[src/rtl/sb_config_loader.sv]
// rtl/sb_config_loader.sv - framed, checksummed byte-stream loader for one switch-box config image
module sb_config_loader #(
    parameter int              CONF_WIDTH = 264,
    parameter int              WORD       = 8,
    parameter logic [WORD-1:0] SYNC       = 8'hA5
) (
    input  logic                  clk,
    input  logic                  reset,
    input  logic [WORD-1:0]       in_data,
    input  logic                  in_valid,
    output logic                  in_ready,
    output logic [CONF_WIDTH-1:0] config_out,
    output logic                  config_valid,
    output logic                  done,
    output logic                  error
);
    localparam int N   = (CONF_WIDTH + WORD - 1) / WORD;
    localparam int CW  = (N > 1) ? $clog2(N) : 1;
    localparam int SHW = N * WORD;
    localparam logic [CW-1:0] LAST = CW'(N - 1);

    typedef enum logic [1:0] {HUNT, LOAD, CSUM, COMMIT} state_t;

    state_t          state, state_next;
    logic [CW-1:0]   cnt;
    logic [WORD-1:0] run_xor;
    logic [SHW-1:0]  shadow;
    logic            xfer;

    assign xfer = in_valid && in_ready;

    always_comb begin
        state_next = state;
        in_ready   = 1'b0;
        case (state)
            HUNT: begin
                in_ready = 1'b1;
                if (xfer && in_data == SYNC) state_next = LOAD;
            end
            LOAD: begin
                in_ready = 1'b1;
                if (xfer && cnt == LAST) state_next = CSUM;
            end
            CSUM: begin
                in_ready = 1'b1;
                if (xfer) state_next = COMMIT;
            end
            COMMIT: state_next = HUNT;
            default: state_next = HUNT;
        endcase
        // Hold off the upstream while reset is applied, even though state already reads HUNT.
        if (reset) in_ready = 1'b0;
    end

    always_ff @(posedge clk) begin
        if (reset) begin
            state        <= HUNT;
            cnt          <= '0;
            run_xor      <= '0;
            config_out   <= '0;
            config_valid <= 1'b0;
            done         <= 1'b0;
            error        <= 1'b0;
        end else begin
            state <= state_next;
            done  <= 1'b0;
            case (state)
                HUNT: begin
                    if (xfer && in_data == SYNC) begin
                        cnt     <= '0;
                        run_xor <= '0;
                        error   <= 1'b0;
                    end
                end
                LOAD: begin
                    if (xfer) begin
                        run_xor <= run_xor ^ in_data;
                        if (cnt != LAST) cnt <= cnt + 1'b1;
                    end
                end
                CSUM: begin
                    if (xfer) begin
                        if (in_data == run_xor) begin
                            config_out   <= shadow[CONF_WIDTH-1:0];
                            config_valid <= 1'b1;
                            done         <= 1'b1;
                        end else begin
                            error <= 1'b1;
                        end
                    end
                end
                default: ;
            endcase
        end
    end

    // Shadow needs no reset: it only reaches config_out through a checksum-matched commit.
    always_ff @(posedge clk) begin
        if (state == LOAD && xfer) shadow[int'(cnt) * WORD +: WORD] <= in_data;
    end
endmodule
[config.mk]
export PLATFORM = sky130hd
export DESIGN_NAME = sb_config_loader
export DESIGN_NICKNAME = d
export VERILOG_FILES = /design/src/rtl/sb_config_loader.sv
export SDC_FILE = /design/constraint.sdc
export NUM_CORES = 1
export LEC_CHECK = 0
export BUFFER_PORTS_ARGS = -buffer_cell sky130_fd_sc_hd__buf_4
export CAP_MARGIN = 20
export CORE_ASPECT_RATIO = 1.5
export CORE_MARGIN = 5
export CORE_UTILIZATION = 60
export CTS_CLUSTER_SIZE = 28
export DETAILED_ROUTE_END_ITERATION = 12
export PLACE_DENSITY_LB_ADDON = 0.08
export SYNTH_ARGS = -nofsm -noshare
export SYNTH_HDL_FRONTEND = slang
export SYNTH_SLANG_ARGS = --single-unit
[constraint.sdc]
create_clock -name clk -period 8 [get_ports clk]
set_clock_uncertainty 0.15 [all_clocks]
set_input_delay 0.8 -clock clk [delete_from_list [all_inputs] [get_ports clk]]
set_output_delay 0.8 -clock clk [all_outputs]
set_load 0.02 [all_outputs]
==> flow_metrics.env, run 1 <==
export IMPL_drt_vias_per_instance=5.73
export IMPL_wl_per_cell_um=20.2
export IMPL_path_class="flop to flop"
export IMPL_grt_overflow=0
export IMPL_netlist_instances=1980
export IMPL_rsz0062_at_grt="no"
export IMPL_hold_end="config_out[46]$_SDFFE_PP0P_"
export IMPL_io_pins=279
export IMPL_top_layer_used="met4"
export IMPL_synth_simple_area_share_pct=20.5
export IMPL_grt_max_degree=266
export IMPL_async_reset_ff_share_pct=0
export IMPL_status="finished, final reports clean"
export IMPL_track_usage_pct=27.5
export IMPL_syn2layout_area_growth_pct=18.7
export IMPL_synth_top_family_by_area="simple AND/OR/NAND/NOR gates"
export IMPL_hold_path_class="flop to flop"
export IMPL_final_hold_violation_count=0
export IMPL_fin_setup_tns_ns=0
export IMPL_drive_gt1_share_pct=17.2
export IMPL_fillers=2475
export IMPL_routed_wl_mm=53.2
export IMPL_finalPower_w=0.00526
export IMPL_synthMuxAreaShare_pct=0.149
export IMPL_worstMarginPinSlew_ns=1.35
export IMPL_rows=82
export IMPL_grt_pass1_vias=14800
export IMPL_cts_tree="yes"
export IMPL_synth_area_per_cell_sq_um=10.2
export IMPL_hold_ws_ns=0.302
export IMPL_clk_pin_slew_ns=0.07
export IMPL_synth_ff_type="dfxtp_1"
export IMPL_yosysWarnings=0
export IMPL_finalSetupViolations=0
export IMPL_diodes=0
export IMPL_dp_hpwl_mm=33.0
export IMPL_die_h_um=235
export IMPL_synthDistinctLibCells=49
export IMPL_clk_latency_ns=0.56
export IMPL_cts_buffer_depth=3
export IMPL_root_buffer="clkbuf_16"
export IMPL_reg2reg_depth=6
export IMPL_synth_compound_area_share_pct=7.65
export IMPL_dieArea_sq_mm=0.0375
export IMPL_whs_path_depth=2
export IMPL_synth_area_sq_mm=0.0202
export IMPL_arrival_ns=3.80
export IMPL_mostFrequentLayoutCells="nand2_1 (567), dfxtp_1 (283), buf_4 (282)"
export IMPL_ff2ff_setup_slack_ns=4.24
export IMPL_wl_met1_mm=19.9
export IMPL_drv_slew=0
export IMPL_fp_dieW_um=160
export IMPL_postSynthNetCount=1998
export IMPL_synth_xor_area_share_pct=0.607
export IMPL_powerDensity_mw_per_mm2=219
export IMPL_wl_met3_mm=4.25
export IMPL_cp_data_required_time_ns=8.04
export IMPL_start_util_pct=60.6
export IMPL_dr_wl_met2_mm=26.9
export IMPL_h_tree_depth=2
export IMPL_drc=0
export IMPL_leakagePower_nw=8.94
export IMPL_firstDrtPassIters=5
export IMPL_cts_sinks=547
export IMPL_nets=2194
export IMPL_via_count=15100
export IMPL_post_cts_resized=0
export IMPL_end_kind="flop"
export IMPL_final_common_cell="nand2_1"
export IMPL_cts_made_buffers=47
export IMPL_cts_setup_buffers=0
export IMPL_maxCapViolCount=0
export IMPL_synth_edff_count=264
export IMPL_grt_first_pass_wirelength_mm=81.7
export IMPL_slew_headroom_pct=10.3
export IMPL_hp_start="config_out[46]$_SDFFE_PP0P_"
export IMPL_core_area_sq_mm=0.0333
export IMPL_crit_path_max_fanout=33
export IMPL_cp_start_kind="flop"
export IMPL_final_antenna_net_count=0
export IMPL_place_port_buffers=278
export IMPL_r2r_start="cnt[0]$_SDFFE_PP0P_"
export IMPL_ys_ff_latch=547
export IMPL_timing_rr_end="shadow[140]$_DFFE_PP_"
export IMPL_antenna_found_initial=0
export IMPL_min_period_over_period_pct=47.1
export IMPL_drt_iter0_markers=1546
export IMPL_fmax_mhz=266
export IMPL_cts_hold_buf=0
export IMPL_ir_worst_vdd_mv=0.188
export IMPL_synth_fa_ha_area_share_pct=0.433
export IMPL_yosysSeqAreaShare_pct=67.2
export IMPL_finalWeightedCongestion=0.864
export IMPL_layout_min_cycle_time_ns=3.76
==> flip-flops by register name (all words and copies together), names as in the netlist <==
| register | cells |
|---|---|
| cnt | 6 |
| config_out | 264 |
| config_valid | 1 |
| done | 1 |
| error | 1 |
| run_xor | 8 |
| shadow | 264 |
| state | 2 |
==> worst max path at each step <==
stage / slack [ns] / endpoint / from / depth (start not counted)
4_1_cts: 4.34 / shadow[142]$_DFFE_PP_ / cnt[0]$_SDFFE_PP0P_ / 6
3_3_place_gp: 3.90 / config_out[97]$_SDFFE_PP0P_ / reset / 7
6_report: 4.24 / shadow[140]$_DFFE_PP_ / cnt[0]$_SDFFE_PP0P_ / 6
2_1_floorplan: 5.15 / shadow[208]$_DFFE_PP_ / cnt[0]$_SDFFE_PP0P_ / 8
3_5_place_dp: 3.82 / config_out[94]$_SDFFE_PP0P_ / reset / 7
5_1_grt: 3.92 / shadow[142]$_DFFE_PP_ / cnt[0]$_SDFFE_PP0P_ / 6
==> Yosys cell counts, types with 2 or more instances <==
master      n  area share [%]
nand2_1   567              11
dfxtp_1   283              28
a21oi_1   279             6.9
edfxtp_1  264              39
nor2_1    174             3.2
and3_1    132             4.1
clkbuf_1   82             1.5
buf_2      53             1.3
nor3_1     22            0.54
and2_1     15            0.46
o21ai_0    12            0.30
xnor2_1    12            0.52
buf_4      10            0.37
nand3_1     8            0.20
ha_1        7            0.43
inv_1       7            0.13
or3_1       5            0.15
nand2b_1    4            0.12
clkbuf_2    3           0.074
mux2i_1     3            0.15
nor2b_1     3           0.093
nor3b_1     3            0.11
and4bb_2    2            0.12
nand4_1     2           0.062
nor3b_2     2            0.12
nor4_1      2           0.062
xor2_1      2           0.087
==> per-layer routing <==
layer  up-vias  track usage [%]
li1       7050                -
met1      7268             34.3
met2       636             46.7
met3       136             5.63
met4         0             11.8
met5         -                0
==> through the flow <==
step | area (sq um) | setup WS (ns) | util (%) | cells
2_1_floorplan | 20200 | 5.15 | - | 1980
3_3_place_gp | 22300 | 3.90 | 66.8 | 2536
3_5_place_dp | 22300 | 3.82 | 67.0 | 2540
4_1_cts | 23900 | 4.34 | 71.6 | 2626
5_1_grt | 24000 | 3.92 | 72.0 | 2633
6_report | 24000 | 4.24 | 72.0 | 2633
==> critical path: stages (launching register included) <==
cell	delay, ns
dfxtp_1	0.67
inv_1	0.16
ha_1	0.49
nand2_1	0.16
nor2_2	0.78
nand2_1	0.35
nor2_1	0.63
==> cell families (layout without fill, tap and decap cells) <==
kind of cell / Yosys count / after routing
xor gates and xnor gates: 14 / 14
and+or+nand+nor: 951 / 951
buffers and inverters: 156 / 389
muxes: 3 / 3
adders and majority gates: 7 / 7
DFF: 547 / 547
AOI/OAI and AO/OA: 302 / 302
==> power by group <==
part	internal, W	leakage (nW)	switching (W)
Sequential	0.00291	4.83	0.00000189
Clock	0.00130	0.760	0.000970
Combinational	0.0000175	3.34	0.0000673
Total	0.00422	8.94	0.00104
==> cell type report <==
class	count	area, sq um	share of cell area, %
clock inverters	21	201	0.839
well taps	420	526	2.19
repair buffers	296	2360	9.82
flip-flops and latches	547	13600	56.6
inverters	7	26.3	0.109
clock buffers	65	1340	5.57
multi-input cells	1277	5960	24.8
No activity file was read; power rests on OpenSTA's default activity.
==> run 2, diff against run 1 <==
ABC_AREA = 1   (was unset)
CORE_UTILIZATION = 53   (was 60)
clock period = 3 ns   (was 8 ns; I/O delays follow)
==> run 2 against run 1 <==
Effect of this change:
- total power rose to 3.0 times the previous value
- setup slack lost 4.0 ns
- sequential power grew to 2.7 times the previous value
- critical path type unchanged
- largest cell class unchanged
==> flow_metrics.env, run 2 <==
export IMPL_status="finished, final reports clean"
export IMPL_crit_chain="ha_1 > nor2_4 > nand2_2 > inv_8 > nand3_1 > nand2_2 > nand2_1 > nand2_1 > a21oi_1 > dlygate4sd3_1"
export IMPL_drt_iter0_markers=2115
export IMPL_slowest_delay_ns=0.56
export IMPL_drt_vias_per_instance=5.37
export IMPL_rows=94
export IMPL_synth_edff_count=264
export IMPL_cp_top_family="simple AND/OR/NAND/NOR gates"
export IMPL_wl_per_cell_um=19.2
export IMPL_cts_buffer_depth=3
export IMPL_syn2layout_area_growth_pct=20.9
export IMPL_firstDrtPassIters=6
export IMPL_finalSetupViolations=0
export IMPL_cts_tree="yes"
export IMPL_routed_wl_mm=70.7
export IMPL_synthTopCellsByCount="nor2_1 (851), nand2_1 (399), inv_1 (302), dfxtp_1 (283), nand4_1 (280)"
export IMPL_ys_ff_latch=547
export IMPL_reg2reg_depth=10
export IMPL_antenna_found_initial=2
export IMPL_cp_depth=10
export IMPL_grt_max_degree=157
export IMPL_cp_start_kind="flop"
export IMPL_clk_latency_ns=0.59
export IMPL_rsz0062_at_grt="no"
export IMPL_finalPower_w=0.0156
export IMPL_crit_slowest_cell="dlygate4sd3_1"
export IMPL_drc=0
export IMPL_min_period_over_period_pct=91.8
export IMPL_h_tree_depth=2
export IMPL_yosysSeqAreaShare_pct=58.1
export IMPL_final_antenna_net_count=0
export IMPL_timing_rr_end="run_xor[5]$_SDFFE_PP0P_"
export IMPL_area_sequential_sq_mm=0.0136
export IMPL_yosysWarnings=0
export IMPL_leakagePower_nw=12.4
export IMPL_utilization_pct=64.6
export IMPL_cp_data_required_time_ns=3.31
export IMPL_start_util_pct=53.5
export IMPL_clk_pin_slew_ns=0.07
export IMPL_cp_endpoint="run_xor[5]$_SDFFE_PP0P_"
export IMPL_synthDistinctLibCells=31
export IMPL_maxCapViolCount=0
export IMPL_grt_overflow=0
export IMPL_via_count=19700
export IMPL_fin_setup_tns_ns=0
export IMPL_async_reset_ff_share_pct=0
export IMPL_multi_input_area_sq_mm=0.00755
export IMPL_synth_area_leaders="edfxtp_1 (34%), dfxtp_1 (24%), nor2_1 (14%)"
export IMPL_drive_gt1_share_pct=16.8
export IMPL_synth_ff_type="dfxtp_1"
export IMPL_dp_worst_setup_slack_ns=0.277
export IMPL_dieArea_sq_mm=0.0485
export IMPL_slew_headroom_pct=43.1
export IMPL_core_area_sq_mm=0.0438
export IMPL_postSynthNetCount=2808
export IMPL_synth_area_sq_mm=0.0234
export IMPL_finalWeightedCongestion=1.00
export IMPL_path_buf_inv=2
export IMPL_ir_worst_vdd_mv=0.537
export IMPL_grt_pass1_vias=18800
export IMPL_post_synth_top_count_cell="nor2_1"
export IMPL_end_kind="flop"
export IMPL_mostFrequentLayoutCells="nor2_1 (850), nand2_1 (398), buf_4 (387)"
export IMPL_cts_sinks=547
export IMPL_drv_slew=0
export IMPL_layout_min_cycle_time_ns=2.76
export IMPL_cts_setup_buffers=0
export IMPL_root_buffer="clkbuf_16"
export IMPL_synth_top_cell_area_share_pct=33.9
export IMPL_worstMarginPinSlew_ns=0.850
export IMPL_powerDensity_mw_per_mm2=552
export IMPL_crit_path_max_fanout=47
export IMPL_fmax_mhz=363
export IMPL_final_hold_violation_count=0
export IMPL_final_common_cell="nor2_1"
export IMPL_nets=3071
export IMPL_yosysTopAreaCell="edfxtp_1"
export IMPL_r2r_start="state[0]$_SDFFE_PP0P_"
export IMPL_place_port_buffers=278
export IMPL_path_class="flop to flop"
export IMPL_arrival_ns=3.07
export IMPL_grt_first_pass_wirelength_mm=109
export IMPL_synth_area_per_cell_sq_um=8.38
export IMPL_dp_hpwl_mm=52.2
export IMPL_track_usage_pct=28.6
export IMPL_io_pins=279
export IMPL_hold_path_class="input port to flop"
export IMPL_cts_made_buffers=51
export IMPL_fillers=3833
export IMPL_fp_dieW_um=182
export IMPL_netlist_instances=2790
export IMPL_ff2ff_setup_slack_ns=0.24
export IMPL_critPathLaunch="state[0]$_SDFFE_PP0P_"
export IMPL_layout_setup_ws_ns=0.245
export IMPL_die_h_um=267
export IMPL_top_regs="config_out (264), shadow (264), run_xor (8)"
run 2: cell count changes in the layout (fill, tap and decap cells not counted), sizes merged, moves of 10 or more:
| cell | before | now |
|---|---|---|
| nor3 | 24 | 40 |
| dlygate4sd3 | 0 | 10 |
| nand2 | 567 | 402 |
| buf | 295 | 408 |
| o21ai | 12 | 2 |
| nand3 | 8 | 100 |
| and3 | 132 | 0 |
| nor2 | 174 | 858 |
| nand4 | 2 | 280 |
| and2 | 15 | 1 |
| a21oi | 279 | 16 |
| inv | 7 | 319 |
run 2: per-stage QoR:
step	instance area [sq um]	instances	hold slack, ns
after global routing	28300	3672	0.229
after detailed placement	26400	3566	0.314
after CTS	28300	3672	0.177
after floorplan	23400	2790	0.308
after global placement	26400	3566	0.316
final	28300	3673	0.216
run 2: tightest hold or removal path, cell delays in order:
cell,delay (ns)
buf_4,0.12
nand2_2,0.17
nor2_4,0.09
buf_12,0.17
run 2: kinds of logic after synthesis:
| logic type | count (synthesis) | share of synthesized area (%) |
|---|---|---|
| AND/OR/NAND/NOR | 1684 | 31.1 |
| flip-flops | 547 | 58.1 |
| buffers and inverters | 525 | 9.71 |
| AO/OA/AOI/OAI | 20 | 0.465 |
| XOR/XNOR | 7 | 0.262 |
| adder cells (fa/ha/maj) | 7 | 0.374 |
run 2: power breakdown:
part / internal [W] / switching [W]
clock network: 0.00397 / 0.00286
registers: 0.00778 / 0.0000145
logic: 0.000259 / 0.000721
run 2: layout make-up:
type | instances | area share (%)
timing repair buffer | 418 | 12.1
clock buffer | 65 | 5.03
inverter | 317 | 4.26
tap | 576 | 2.55
clock inverter | 31 | 1.24
antenna | 1 | 0.00885
multi-input combinational | 1718 | 26.7
sequential | 547 | 48.1
run 2: repair_timing:
action / 4_1_cts / 5_1_grt
hold buffers: 10 / 0
hold endpoints to repair: 16 / 0
setup endpoints to repair: 0 / 1
gates resized for setup: 0 / 2
run 2: worst min-delay path by stage:
stage	from	endpoint	slack [ns]	depth (start not counted)
5_1_grt	in_valid	done$_SDFF_PP0_	0.23	4
3_3_place_gp	run_xor[1]$_SDFFE_PP0P_	run_xor[1]$_SDFFE_PP0P_	0.32	2
6_report	in_valid	done$_SDFF_PP0_	0.22	4
2_1_floorplan	run_xor[0]$_SDFFE_PP0P_	run_xor[0]$_SDFFE_PP0P_	0.31	2
3_5_place_dp	config_valid$_SDFFE_PP0P_	config_valid$_SDFFE_PP0P_	0.31	2
4_1_cts	in_valid	cnt[4]$_SDFFE_PP0P_	0.18	5
run 2: routing by layer:
metal  track usage, %  vias to the layer above  part of all wire (%)
met4             14.6                        2                   6.0
met3             5.12                      186                   7.5
met5                0                        -                 0.013
met1             37.2                     9167                    40
li1                 -                     9496                     -
met2             46.1                      866                    47
